`config.mk`:
```
export PLATFORM = sky130hd
export DESIGN_NAME = lcd_timing
export DESIGN_NICKNAME = d
export VERILOG_FILES = /design/src/rtl/lcd_timing.sv
export SDC_FILE = /design/constraint.sdc
export NUM_CORES = 1
export LEC_CHECK = 0
export BUFFER_PORTS_ARGS = -buffer_cell sky130_fd_sc_hd__buf_2
export CAP_MARGIN = 5
export CORE_ASPECT_RATIO = 1.5
export CORE_MARGIN = 4
export CORE_UTILIZATION = 54
export DETAILED_ROUTE_END_ITERATION = 10
export GPL_ROUTABILITY_DRIVEN = 0
export HOLD_SLACK_MARGIN = 0.06
export PLACE_DENSITY_LB_ADDON = 0.08
export SETUP_SLACK_MARGIN = 0.5
export SYNTH_ARGS = -nofsm -noshare
export SYNTH_HDL_FRONTEND = slang
export SYNTH_SLANG_ARGS = --single-unit
```
`constraint.sdc`:
```
create_clock -name clock -period 2.8 [get_ports clock]
set_input_delay 0.42 -clock clock [delete_from_list [all_inputs] [get_ports clock]]
set_output_delay 0.42 -clock clock [all_outputs]
set_load 0.05 [all_outputs]
```
`src/rtl/lcd_timing.sv`:
```
// Free-running raster timing generator for a parallel-RGB LCD panel.
// Sync and data-enable go through a short delay line to line up with the colour pipeline.
module lcd_timing #(
  parameter int H_ACTIVE        = 800,
  parameter int H_FRONT         = 40,
  parameter int H_SYNC          = 48,
  parameter int H_BACK          = 40,
  parameter int V_ACTIVE        = 480,
  parameter int V_FRONT         = 13,
  parameter int V_SYNC          = 3,
  parameter int V_BACK          = 29,
  parameter bit SYNC_ACTIVE_LOW = 1'b1,
  parameter int PIPE_DELAY      = 1
) (
  input  logic       clock,
  input  logic       reset_n,
  output logic [9:0] x,
  output logic [9:0] y,
  output logic       active,
  output logic       frame_start,
  output logic       hsync,
  output logic       vsync,
  output logic       de
);

  localparam int H_TOTAL = H_ACTIVE + H_FRONT + H_SYNC + H_BACK;
  localparam int V_TOTAL = V_ACTIVE + V_FRONT + V_SYNC + V_BACK;

  localparam logic [10:0] H_LAST     = 11'(H_TOTAL - 1);
  localparam logic [10:0] V_LAST     = 11'(V_TOTAL - 1);
  localparam logic [10:0] H_ACT_END  = 11'(H_ACTIVE);
  localparam logic [10:0] V_ACT_END  = 11'(V_ACTIVE);
  localparam logic [10:0] HS_START   = 11'(H_ACTIVE + H_FRONT);
  localparam logic [10:0] HS_END     = 11'(H_ACTIVE + H_FRONT + H_SYNC);
  localparam logic [10:0] VS_START   = 11'(V_ACTIVE + V_FRONT);
  localparam logic [10:0] VS_END     = 11'(V_ACTIVE + V_FRONT + V_SYNC);

  if (H_ACTIVE < 1 || H_FRONT < 1 || H_SYNC < 1 || H_BACK < 1 ||
      V_ACTIVE < 1 || V_FRONT < 1 || V_SYNC < 1 || V_BACK < 1) begin : g_bad_min
    $error("lcd_timing: every timing parameter must be at least 1");
  end
  if (H_TOTAL > 2047 || V_TOTAL > 2047) begin : g_bad_total
    $error("lcd_timing: H_TOTAL and V_TOTAL must not exceed 2047");
  end
  if (H_ACTIVE > 1024 || V_ACTIVE > 1024) begin : g_bad_active
    $error("lcd_timing: active region must fit the 10-bit x/y outputs");
  end
  if (PIPE_DELAY < 0 || PIPE_DELAY > 7) begin : g_bad_delay
    $error("lcd_timing: PIPE_DELAY must be in 0..7");
  end

  logic [10:0] h_count;
  logic [10:0] v_count;
  logic        h_last;
  logic        v_last;
  logic        act;
  logic        hs;
  logic        vs;
  logic [2:0]  dly_out;

  assign h_last = (h_count == H_LAST);
  assign v_last = (v_count == V_LAST);

  always_ff @(posedge clock) begin
    if (!reset_n) begin
      h_count <= '0;
    end else if (h_last) begin
      h_count <= '0;
    end else begin
      h_count <= h_count + 11'd1;
    end
  end

  // The line counter only moves when a line ends, so vs changes only at h_count = 0.
  always_ff @(posedge clock) begin
    if (!reset_n) begin
      v_count <= '0;
    end else if (h_last) begin
      if (v_last) begin
        v_count <= '0;
      end else begin
        v_count <= v_count + 11'd1;
      end
    end
  end

  always_comb begin
    act = (h_count < H_ACT_END) && (v_count < V_ACT_END);
    hs  = (h_count >= HS_START) && (h_count < HS_END);
    vs  = (v_count >= VS_START) && (v_count < VS_END);
  end

  assign x           = act ? h_count[9:0] : 10'd0;
  assign y           = act ? v_count[9:0] : 10'd0;
  assign active      = act;
  assign frame_start = (h_count == 11'd0) && (v_count == 11'd0);

  // Reset clears every stage at once so stale sync/DE from an aborted frame never reaches the panel.
  if (PIPE_DELAY == 0) begin : g_no_delay
    assign dly_out = {hs, vs, act};
  end else begin : g_delay
    logic [2:0] pipe [PIPE_DELAY];

    always_ff @(posedge clock) begin
      if (!reset_n) begin
        for (int i = 0; i < PIPE_DELAY; i++) begin
          pipe[i] <= 3'b000;
        end
      end else begin
        pipe[0] <= {hs, vs, act};
        for (int i = 1; i < PIPE_DELAY; i++) begin
          pipe[i] <= pipe[i-1];
        end
      end
    end

    assign dly_out = pipe[PIPE_DELAY-1];
  end

  assign hsync = dly_out[2] ^ SYNC_ACTIVE_LOW;
  assign vsync = dly_out[1] ^ SYNC_ACTIVE_LOW;
  assign de    = dly_out[0];

endmodule

```
# ---- Yosys cells after proc, flatten, opt, wreduce, memory -nomap -nowiden
# Memory sizes are Yosys's and may differ from the RTL's.
# Index checks and enable logic that the tools add are counted.
dict set report word_totals {
  memories 1
  ramBits 3
  input_bits 2
  register_bits 22
  wordCells 31
  output_inout_bits 25
}
dict set report op_classes {
  bitwise 3
  n_reduce_logical 8
  add_sub_neg 2
  eq_ne 2
  n_lt_le_gt_ge 6
  n_mux 7
}
# name depth word_bits read_ports rd_ports_with_merged_regs write_ports line_no
set mem_list {}
lappend mem_list {g_delay.pipe 1 3 1 0 1 102} ;# logic [2:0] pipe [PIPE_DELAY];
# op n
set ops {}
lappend ops {{adder 11 x 1 -> 11 bit, second input constant} 2}
lappend ops {{== test 11 x 10 -> 1 bit, second input constant} 2}
lappend ops {{logical NOT 11 bit} 2}
lappend ops {{< comparator 11 x 10 -> 1 bit, second input constant} 2}
lappend ops {{< comparator 11 x 9 -> 1 bit, second input constant} 2}
lappend ops {{2-to-1 mux 10 bit} 2}
lappend ops {{greater-or-equal comparator 11 x 10 -> 1 bit, second input constant} 1}
lappend ops {{greater-or-equal comparator 11 x 9 -> 1 bit, second input constant} 1}
lappend ops {{2-to-1 mux 11 bit} 1}
lappend ops {{logical AND 1 bit} 4}
lappend ops {{2-to-1 mux 1 bit} 3}
lappend ops {{2-to-1 mux 3 bit} 1}
lappend ops {{inverter 1 bit} 3}
lappend ops {{OR reduction 3 bit} 1}
lappend ops {{OR reduction 2 bit} 1}

# ---- Depth between registers and ports, before layout
dict set report depth {
  depth_word 3
  mapped_depth 7
}

# ---- Least setup slack after synthesis
# Ideal clock, no wire load.
dict set report synth_path {
  path_type {reg2out}
  from {reg v_count[4]}
  to {out frame_start}
  arrival_time_ns 2.394
  stages_incl_launch_ff 5
  slack_ns -0.014
  required_ns 2.380
  cell_sequence {dfxtp_1 > clkbuf_1 > nor4_1 > nand3b_1 > nor4_1}
}
dict set report synth_via {
  elab_chain_cells 2
}
# item line_no
set synth_lines {}
lappend synth_lines {{from (decl)} 53} ;# logic [10:0] v_count;
lappend synth_lines {{from (signal assigned)} 82} ;# v_count <= v_count + 11'd1;
lappend synth_lines {{logical NOT 11 bit} 96} ;# assign frame_start = (h_count == 11'd0) && (v_count == 11'd0);
lappend synth_lines {{logical AND 1 bit} 96}
lappend synth_lines {{to (decl)} 20} ;# output logic frame_start,
# Every way passes these cells.

# ---- Worst setup path after layout
dict set report layout_path {
  from {reg v_count[9]}
  to {out y[5]}
}
dict set report layout_via {
  elab_chain_cells 3
}
# item line_no
set layout_lines {}
lappend layout_lines {{< comparator 11 x 9 -> 1 bit} 88} ;# act = (h_count < H_ACT_END) && (v_count < V_ACT_END);
lappend layout_lines {{logical AND 1 bit} 88}
lappend layout_lines {{2-to-1 mux 10 bit} 94} ;# assign y = act ? v_count[9:0] : 10'd0;
lappend layout_lines {{to (decl)} 18} ;# output logic [9:0] y,
# Every way passes these cells.

==> results.md <==
- Routed len/inst: 15.5 um
- Total power draw: 0.599 mW
- Most common flop cell mapped by yosys: sky130_fd_sc_hd__dfxtp_1
- End point of the most critical hold path: h_count[2]$_SDFF_PP0_
- Share of the clock period used by the worst path: 80.5%
- X dimension of the die: 49.3 um
- Worst Hold Slack: 0.425 ns
- Clk_lat worst skew: about 0.32 ns
- Maximum ir drop on the vdd rail: 270 uV
- Arrival time at the worst endpoint: approximately 1.8 ns
- Reg2Reg Capture Point: v_count[8]$_SDFFE_PN0N_
- Full die area: roughly 3500 sq um
- Crit path launch type: register
- Path type of the worst setup path: register to output port
- Number of enable flip-flop cells after synthesis: 0
- Max Clk Rate: roughly 0.44 GHz
- Cell count after synthesis: about 170
- Antenna-violating nets left: 0
- Worst R2R Setup Slack: 0.59 ns
- Met1 track demand over resource: 18.9%
- Effective utilization at floorplan: roughly 56%
- Remaining design rule violation count: 0
- Leading cell type in the layout, fill and taps excluded: sky130_fd_sc_hd__dfxtp_1
- Power per unit of standard cell area: between 300 and 400 nW/um^2
- Hold Fails Final Rpt: 0
- Met2 Use GR: 31.8%
- CTS tree: done
- Wire length of the first global-routing pass: 4.89 mm
- Die Span Y: between 60 and 70 um
- RSZ-0062 raised after global routing: true
- Number of input and output port buffers inserted: 25
- Area growth from synthesis to layout: 31.9%
- H-tree lvl count: 1
- Max-slew violation count: 0
- Total I/O pin count: 27
- Fraction of layout cells with a size suffix above 1: around 34%
- Cell with the largest stage delay on the worst path: sky130_fd_sc_hd__dfxtp_2
- # diodes: 0
- Drt first-iter violations: 32
- Max capacitance violation total: 0
- Startpoint of the worst-slack reg-to-reg timing path: h_count[5]$_SDFF_PP0_
- Startpoint of the tightest hold check path: reset_n
- Number of global-route vias before repair: 1156
- Met3 layer usage reported by global route: 2.56%
- Final-layout setup total negative slack: 0 ns
- Depth of the most critical reg-to-reg path: 4
- Hold buffer count at cts: 0
- Post-route cell area: around 1800 sq um
- Final WL: 3.43 mm
- Post-synthesis register bit count: 25
- Average cell area after synthesis: 8.09 sq um
- Leakage power total: 0.738 nW
- Global route overflow: 0
- Cell-by-cell trace of the critical path: or2_4, nor4_4, buf_4, buf_6, and2_4, buf_6
- Nets: a little over 200
- Clock period minus worst slack: around 2.3 ns
- Largest fanout on the critical path: 6
- CP Data Required Time: approximately 2.4 ns
- Number of buffer and inverter instances along the worst setup path: 3
- Total CTS buffers: 3
- Slowest stage delay, CP: 0.35 ns
- Synth async-reset ratio: 0%
- Root buffer selected by CTS: sky130_fd_sc_hd__clkbuf_4
- Syn Nets: roughly 180
- Pin count of the biggest net entering global routing: 24
- Number of antenna violations at the first check in global routing: 0
- Maximum number of buffers from clock root to sink: 2
- Total global-route track usage: 17.4%
- Kind of cell with the highest combined delay on the critical path: simple AND/OR/NAND/NOR gates
- Drt first pass iters: 4
- Post-placement cell area: 1510 sq um
- Worst clock skew: between 0.01 and 0.015 ns
- Setup-failing EPs final: 0
- Final non-filler cell total: 222
- Count of different cell masters after synthesis: 33
- Clock sink count: 25
- Routed vias/inst: 5.89
- Sequential element share of the synthesized area: 36.2%
- Total instance count after detailed placement: 211
- Syn Std Cell Area: 1380 sq um
- Core outline area: 2450 sq um
- Worst setup EP type: output port
- GRT Max-Usage Layer: met2
- Detailed-placement wirelength estimate: 2.25 mm
- Run status: finished, final reports clean
- YS warnings: 0
- Most used cell along the critical path: sky130_fd_sc_hd__buf_6
- Clock edge transition at the registers on the reported setup and hold paths: 0.15 ns
- Number of vias after detailed routing: 1307
- Cell count of the worst hold path: 2
- Type of the most critical hold path: input pin to register
- Cell Rows: 22
- Highest-count cells in the layout ignoring fill and taps: 17 x sky130_fd_sc_hd__dfxtp_1, 14 x sky130_fd_sc_hd__nor2_1, 14 x sky130_fd_sc_hd__and2_4
==> sequential cells by signal, indices dropped and copies added (netlist names) <==
register / flops
h_count: 11
v_count: 11
g_delay.pipe: 3
==> worst max path at each step <==
stage	slack [ns]	cells past startpoint	from	endpoint
final	0.55	6	v_count[9]$_SDFFE_PN0N_	y[5]
after global routing	0.46	6	v_count[9]$_SDFFE_PN0N_	y[5]
after CTS	0.51	6	h_count[7]$_SDFF_PP0_	x[0]
after detailed placement	0.61	5	h_count[0]$_SDFF_PP0_	v_count[6]$_SDFFE_PN0N_
after global placement	0.70	5	h_count[0]$_SDFF_PP0_	v_count[8]$_SDFFE_PN0N_
after floorplan	0.52	6	h_count[7]$_SDFF_PP0_	y[0]
==> report_power, final <==
part | total (mW) | switching, mW | internal, mW | leakage (nW)
Combinational | 0.0691 | 0.0435 | 0.0256 | 0.518
Clock | 0.166 | 0.111 | 0.0546 | 0.0139
Sequential | 0.364 | 0.00493 | 0.359 | 0.207
==> cell families after synthesis <==
logic type,after synthesis,share of synthesized area [%]
and+or+nand+nor,90,37.1
DFF,25,36.2
AOI/OAI and AO/OA,20,8.60
buffers and inverters,19,6.24
xor gates and xnor gates,10,6.33
adders and majority gates,5,4.52
other,1,0.271
muxes,1,0.724
==> timing repair <==
action,CTS,global route
endpoints found under the setup margin,0,32
setup buffers,0,5
resized for setup,0,95
==> cell usage after synthesis (4+ instances only) <==
| cell type | instances | area share, % |
|---|---|---|
| sky130_fd_sc_hd__nand3_1 | 8 | 2.9 |
| sky130_fd_sc_hd__nor4_1 | 6 | 2.7 |
| sky130_fd_sc_hd__inv_1 | 7 | 1.9 |
| sky130_fd_sc_hd__clkbuf_1 | 7 | 1.9 |
| sky130_fd_sc_hd__o21ai_0 | 7 | 2.5 |
| sky130_fd_sc_hd__nand2_1 | 9 | 2.4 |
| sky130_fd_sc_hd__dfxtp_1 | 25 | 36 |
| sky130_fd_sc_hd__nor2_1 | 14 | 3.8 |
| sky130_fd_sc_hd__xnor2_1 | 4 | 2.5 |
| sky130_fd_sc_hd__ha_1 | 5 | 4.5 |
| sky130_fd_sc_hd__xor2_1 | 6 | 3.8 |
| sky130_fd_sc_hd__a21oi_1 | 9 | 3.3 |
| sky130_fd_sc_hd__or3_1 | 9 | 4.1 |
| sky130_fd_sc_hd__nand4_1 | 5 | 2.3 |
| sky130_fd_sc_hd__and2_1 | 21 | 9.5 |
==> metal layers <==
layer / share of wire, % / vias up
met5: 0 / -
met4: 1.5 / 0
met3: 4.8 / 8
met2: 56 / 39
met1: 38 / 619
li1: - / 641
==> metrics by stage <==
| step | setup WS (ns) | utilization [%] |
|---|---|---|
| finish | 0.547 | 74.4 |
| global route | 0.462 | 74.4 |
| CTS | 0.505 | 63.0 |
| detailed placement | 0.614 | 61.7 |
| global placement | 0.698 | 61.7 |
| floorplan | 0.519 | - |
==> final cells by class <==
| class | instances | area, sq um |
|---|---|---|
| tap | 24 | 30.0 |
| fill | 190 | 627 |
| clock inverter | 1 | 7.51 |
| inverter | 7 | 26.3 |
| timing repair buffer | 35 | 360 |
| sequential | 25 | 513 |
| clock buffer | 3 | 22.5 |
| multi-input combinational | 127 | 863 |
Power figures use the tool's default switching activity.
